## src/rtl/phy_clk_gate_ctrl_if.sv

```systemverilog
// Control/status bundle between a gated PHY sub-domain and its clock-gate enable controller.
// master = sub-domain/software side, slave = the controller.
interface phy_clk_gate_ctrl_if #(
    parameter int unsigned EVT_W = 16
);
    logic             busy;
    logic             wake_req;
    logic             sleep_allow;
    logic             force_on;
    logic             clk_en;
    logic             clk_active;
    logic             wake_ack;
    logic [EVT_W-1:0] off_events;

    modport master (
        output busy, wake_req, sleep_allow, force_on,
        input  clk_en, clk_active, wake_ack, off_events
    );

    modport slave (
        input  busy, wake_req, sleep_allow, force_on,
        output clk_en, clk_active, wake_ack, off_events
    );
endinterface

```

## src/rtl/phy_clk_gate_ctrl.sv

```systemverilog
// Generates the clk_en input of a PHY latch-based clock gate: gates after an idle
// hysteresis, re-enables on demand and acknowledges once the wake settle delay expires.
module phy_clk_gate_ctrl #(
    parameter int unsigned IDLE_CYCLES = 16,
    parameter int unsigned WAKE_CYCLES = 2,
    parameter int unsigned CNT_W       = 8,
    parameter int unsigned EVT_W       = 16
) (
    input  logic                 clk_in,
    input  logic                 rst_n,
    phy_clk_gate_ctrl_if.slave   bus
);

    localparam int unsigned IDLE_LAST = IDLE_CYCLES - 1;
    localparam int unsigned WAKE_LAST = WAKE_CYCLES - 1;

    typedef enum logic [1:0] {
        ST_RUN       = 2'd0,
        ST_IDLE_WAIT = 2'd1,
        ST_OFF       = 2'd2,
        ST_WAKE      = 2'd3
    } state_e;

    state_e             state_q, state_d;
    logic [CNT_W-1:0]   cnt_q, cnt_d;
    logic               clk_en_q, clk_en_d;
    logic               clk_active_q, clk_active_d;
    logic               wake_ack_q, wake_ack_d;
    logic [EVT_W-1:0]   off_events_q, off_events_d;
    logic               idle_c;

    assign idle_c = bus.sleep_allow & ~bus.busy & ~bus.wake_req & ~bus.force_on;

    // State and registered outputs
    always_ff @(posedge clk_in or negedge rst_n) begin
        if (!rst_n) begin
            state_q      <= ST_RUN;
            cnt_q        <= '0;
            clk_en_q     <= 1'b1;
            clk_active_q <= 1'b1;
            wake_ack_q   <= 1'b0;
            off_events_q <= '0;
        end else begin
            state_q      <= state_d;
            cnt_q        <= cnt_d;
            clk_en_q     <= clk_en_d;
            clk_active_q <= clk_active_d;
            wake_ack_q   <= wake_ack_d;
            off_events_q <= off_events_d;
        end
    end

    // Next state; outputs follow the next state so they change on the transition edge
    always_comb begin
        state_d      = state_q;
        cnt_d        = cnt_q;
        wake_ack_d   = 1'b0;
        off_events_d = off_events_q;

        unique case (state_q)
            ST_RUN: begin
                if (idle_c) begin
                    state_d = ST_IDLE_WAIT;
                    cnt_d   = '0;
                end
            end
            ST_IDLE_WAIT: begin
                // A dropping idle beats the final hysteresis count
                if (!idle_c) begin
                    state_d = ST_RUN;
                    cnt_d   = '0;
                end else if (cnt_q == CNT_W'(IDLE_LAST)) begin
                    state_d = ST_OFF;
                    cnt_d   = '0;
                    if (off_events_q != {EVT_W{1'b1}}) begin
                        off_events_d = off_events_q + EVT_W'(1);
                    end
                end else begin
                    cnt_d = cnt_q + CNT_W'(1);
                end
            end
            ST_OFF: begin
                if (!idle_c) begin
                    state_d = ST_WAKE;
                    cnt_d   = '0;
                end
            end
            ST_WAKE: begin
                // Inputs ignored: a started wake always runs to completion
                if (cnt_q == CNT_W'(WAKE_LAST)) begin
                    state_d    = ST_RUN;
                    cnt_d      = '0;
                    wake_ack_d = 1'b1;
                end else begin
                    cnt_d = cnt_q + CNT_W'(1);
                end
            end
            default: begin
                state_d = ST_RUN;
                cnt_d   = '0;
            end
        endcase

        clk_en_d     = (state_d != ST_OFF);
        clk_active_d = (state_d == ST_RUN) || (state_d == ST_IDLE_WAIT);
    end

    assign bus.clk_en     = clk_en_q;
    assign bus.clk_active = clk_active_q;
    assign bus.wake_ack   = wake_ack_q;
    assign bus.off_events = off_events_q;

endmodule

```

## src/flat_wrapper.sv

```systemverilog
// flat-port wrapper written by rule: the top's interface ports become plain ports
module phy_clk_gate_ctrl_flat 
#(
    parameter int unsigned IDLE_CYCLES = 16,
    parameter int unsigned WAKE_CYCLES = 2,
    parameter int unsigned CNT_W       = 8,
    parameter int unsigned EVT_W       = 16
)
  (clk_in, rst_n, bus_busy, bus_wake_req, bus_sleep_allow, bus_force_on, bus_clk_en, bus_clk_active, bus_wake_ack, bus_off_events);
  phy_clk_gate_ctrl_if #(.EVT_W(EVT_W)) bus_i ();
  input  logic clk_in;
  input  logic rst_n;
  input wire logic [$bits(bus_i.busy)-1:0] bus_busy;
  input wire logic [$bits(bus_i.wake_req)-1:0] bus_wake_req;
  input wire logic [$bits(bus_i.sleep_allow)-1:0] bus_sleep_allow;
  input wire logic [$bits(bus_i.force_on)-1:0] bus_force_on;
  output wire logic [$bits(bus_i.clk_en)-1:0] bus_clk_en;
  output wire logic [$bits(bus_i.clk_active)-1:0] bus_clk_active;
  output wire logic [$bits(bus_i.wake_ack)-1:0] bus_wake_ack;
  output wire logic [$bits(bus_i.off_events)-1:0] bus_off_events;
  assign bus_i.busy = bus_busy;
  assign bus_i.wake_req = bus_wake_req;
  assign bus_i.sleep_allow = bus_sleep_allow;
  assign bus_i.force_on = bus_force_on;
  assign bus_clk_en = bus_i.clk_en;
  assign bus_clk_active = bus_i.clk_active;
  assign bus_wake_ack = bus_i.wake_ack;
  assign bus_off_events = bus_i.off_events;
  phy_clk_gate_ctrl #(.IDLE_CYCLES(IDLE_CYCLES), .WAKE_CYCLES(WAKE_CYCLES), .CNT_W(CNT_W), .EVT_W(EVT_W)) u_core (.clk_in(clk_in), .rst_n(rst_n), .bus(bus_i));
endmodule
```

## config.mk

```make
export PLATFORM = sky130hd
export DESIGN_NAME = phy_clk_gate_ctrl_flat
export DESIGN_NICKNAME = d
export VERILOG_FILES = /design/src/rtl/phy_clk_gate_ctrl_if.sv /design/src/rtl/phy_clk_gate_ctrl.sv /design/src/flat_wrapper.sv
export SDC_FILE = /design/constraint.sdc
export NUM_CORES = 1
export LEC_CHECK = 0
export CORE_MARGIN = 2
export CORE_UTILIZATION = 52
export CTS_CLUSTER_DIAMETER = 80
export DETAILED_ROUTE_END_ITERATION = 8
export GPL_ROUTABILITY_DRIVEN = 0
export PLACE_DENSITY_LB_ADDON = 0.05
export RECOVER_POWER = 25
export SLEW_MARGIN = 20
export SYNTH_ARGS = -nofsm -noshare
export SYNTH_HDL_FRONTEND = slang
export SYNTH_SLANG_ARGS = --single-unit
```

## constraint.sdc

```tcl
create_clock -name clk_in -period 3.14 [get_ports clk_in]
set_clock_uncertainty 0.2 [all_clocks]
set_input_delay 0.628 -clock clk_in [delete_from_list [all_inputs] [get_ports clk_in]]
set_output_delay 0.628 -clock clk_in [all_outputs]
set_load 0.1 [all_outputs]
```

==> summary.md <==
| Metric | Value |
|---|---|
| Ranking of synthesized cells by area | dfrtp_1 (45%), xor2_1 (7.0%), nand3_1 (4.0%) |
| Antenna cell count | 0 |
| Worst Path Arrival | approximately 2.8 ns |
| Dpl cells | 200 |
| Synth top area share | between 40% and 50% |
| Filler Cells Inserted | 234 |
| CTS Root Cell | clkbuf_4 |
| DP HPWL | 2.10 mm |
| Top Ports | 25 |
| Initial antenna violation count | 0 |
| Post-synth EDFFs | 0 |
| Syn_nets | 155 |
| Sink Count | 29 |
| Max-cap violations | 0 |
| Via count | 1213 |
| Die X | 57.7 um |
| Switching pwr | about 0.00017 W |
| Leak | 0.843 nW |
| Hold Path Class | reg2reg |
| Clock share of power | 34.1% |
| Largest net degree at the start of global routing | 30 |
| Final ANT Viol Nets | 0 |
| Setup WS pre-CTS | 0.0437 ns |
| Die ar. | 3330 um2 |
| Top FF cell, synth | dfrtp_1 |
| Die H | ~58 um |
| Drt total wl | 3.01 mm |
| Synth Warn # | 0 |
| Drt pass-1 iters | 4 |
| Required time of the worst setup path | 3.17 ns |
| Largest area contributor in the netlist | dfrtp_1 |
| Vias in the first global route | 1112 |
| Via density | 5.83 |
| Cell Int Power | 0.000477 W |
| Most frequent cell after synthesis | dfrtp_1 |
| Register area share after synthesis | 48.6% |
| # nets final | 185 |
| RSZ-0062 raised after global routing | false |
| Worst slew pin tran | 1.49 ns |
| Logic pwr share | 6.7% |
| Post-cts resize count | 0 |
| Seq cells post-synth | 29 |
| Flop2flop setup slack | 0.52 ns |
| Cell variety after synth | 41 |
| First-pass GRT wire length | 5.06 mm |
| Layout cells sized above 1 | about 22% |
| Row cnt | 19 |
| Initial Utilization | 54.3% |
| Setup violations, final | 0 |
| H-Tree Level Count | 2 |
| Fin crit period | 2.74 ns |
| Outcome | completed |
| R2R cell count | 5 |
| Post-route DRC | 0 |
| Final TNS setup | 0 ns |
| Post-CTS Setup Bufs | 0 |
| Slew headroom | 0.360% |
| Grt total ovfl | 0 |
| Syn-to-layout area delta | 18.9% |
| Sw frac | about a quarter |
| Routed length per placed instance | 14.5 um |
| Clock-pin slew on the worst setup and hold paths | 0.10 ns |
| DRT iter0 DRCs | 29 |
| Final Cycle Share | 87.3% |
| Pwr/cell area | 365 nW/um2 |
| CP endpoint | u_core.bus.off_events[12] |
| Sequential Power Share | 59.2% |
| Later-pin clock latency in the skew report | 0.33 ns |
| Synth Instances | 146 |
| Core area | 2760 um2 |
| CP Max Fanout | 4 |
| Fin worst setup slack | 0.399 ns |
| Reg2reg start | u_core.cnt_q[4] |
| Cts bufs inserted | 5 |
| Slew Viols, Final | 0 |
| Final hold vios | 0 |
| Fmax | 365 MHz |
| WS Path Type | in2reg |
| Asr flop ratio synth | 100% |
| Hold buffers post-CTS | 0 |
| Clock Path Buffers | 2 |
| Crit path launch | bus_busy |
| RR Endpoint | u_core.cnt_q[5] |
| Gr usage total | 20.4% |
| Critical path endpoint category | flip-flop |
| CP Launch Type | input port |
| CTS tree | done |
| Syn_area_per_cell | 10.3 um2 |
| Commonest cells in the netlist | dfrtp_1 (27), nand2_1 (14), nand3_1 (12), xor2_1 (12), nor2_1 (9) |
| Worst IR Drop VDD | 0.000281 V |
| Port Buffers | 24 |
| Non-Filler Instances | 208 |
| Mapped cell area | between 1000 and 1500 um2 |
## cell type report
class | instances | area [um2] | share of cell area, %
clock buffers | 6 | 41.3 | 2.32
clock inverters | 2 | 10.0 | 0.562
inverters | 4 | 15.0 | 0.843
multi-input cells | 108 | 728 | 40.9
flip-flops and latches | 29 | 728 | 40.9
well taps | 31 | 38.8 | 2.18
repair buffers | 28 | 219 | 12.3
## critical path: stages
cell	delay (ns)
clkdlybuf4s50_1	0.42
or4b_1	0.59
or4_4	0.56
nor3_4	0.26
nand4_1	0.16
xnor2_1	0.15
## metrics by stage
step / hold slack, ns / util (%) / total power, W / instance area, um2
2_1_floorplan: 0.132 / - / 0.000414 / 1500
3_3_place_gp: 0.274 / 62.8 / 0.000435 / 1730
3_5_place_dp: 0.276 / 62.8 / 0.000436 / 1730
4_1_cts: 0.293 / 64.7 / 0.000660 / 1780
5_1_grt: 0.320 / 64.6 / 0.000678 / 1780
6_report: 0.293 / 64.6 / 0.000649 / 1780
## power groups by stage
stage	clock [W]	sequential, W	combinational [W]
3_5_place_dp	0	0.000391	0.0000452
5_1_grt	0.000245	0.000385	0.0000487
3_3_place_gp	0	0.000391	0.0000438
2_1_floorplan	0	0.000398	0.0000156
4_1_cts	0.000231	0.000384	0.0000458
6_report	0.000222	0.000384	0.0000437
## cells in the final DEF (no fill, tap or decap), drive strengths merged, types with 2 or more instances in the layout
cell           netlist  routed
dfrtp               27      27
buf                  0      22
nand2               14      14
nand3               12      12
xor2                12      12
nor2                 9       9
nor3                 8       8
clkbuf               4       7
o21ai                6       6
xnor2                5       5
inv                  4       4
nor4                 4       4
clkdlybuf4s50        0       4
nand4                3       3
a21oi                3       3
nor2b                3       3
ha                   3       3
or4                  3       3
nor4b                3       3
and4                 3       3
a31oi                2       2
clkinv               0       2
dfstp                2       2
o31ai                2       2
## metal layers
layer / global-route usage, % / wire [um]
met4: 10.6 / 57
met3: 6.70 / 155
met1: 25.5 / 1390
met5: 0 / 0
met2: 31.7 / 1410
## sequential cells by signal (all words and copies together), names as in the netlist
register	cells
u_core.cnt_q	8
u_core.state_q	2
u_core.bus.wake_ack	1
u_core.bus.clk_en	1
u_core.bus.off_events	16
u_core.bus.clk_active	1
## logic make-up after synthesis
family / synth area share, %
and+or+nand+nor: 25.6
DFF: 48.6
AOI/OAI and AO/OA: 9.19
xor gates and xnor gates: 9.94
buffers and inverters: 2.76
adders and majority gates: 2.51
muxes: 1.42
## how the worst min path moves through the flow
| stage | cells after the start | slack (ns) | endpoint | startpoint |
|---|---|---|---|---|
| floorplan | 0 | 0.13 | u_core.bus.off_events[0] | rst_n |
| global placement | 1 | 0.27 | u_core.bus.off_events[7] | u_core.bus.off_events[7] |
| detailed placement | 1 | 0.28 | u_core.bus.off_events[7] | u_core.bus.off_events[7] |
| CTS | 1 | 0.29 | u_core.bus.off_events[7] | u_core.bus.off_events[7] |
| global route | 1 | 0.32 | u_core.bus.off_events[7] | u_core.bus.off_events[7] |
| finish | 1 | 0.29 | u_core.bus.off_events[7] | u_core.bus.off_events[7] |
Note: power is estimated with default switching activity, not from simulation.
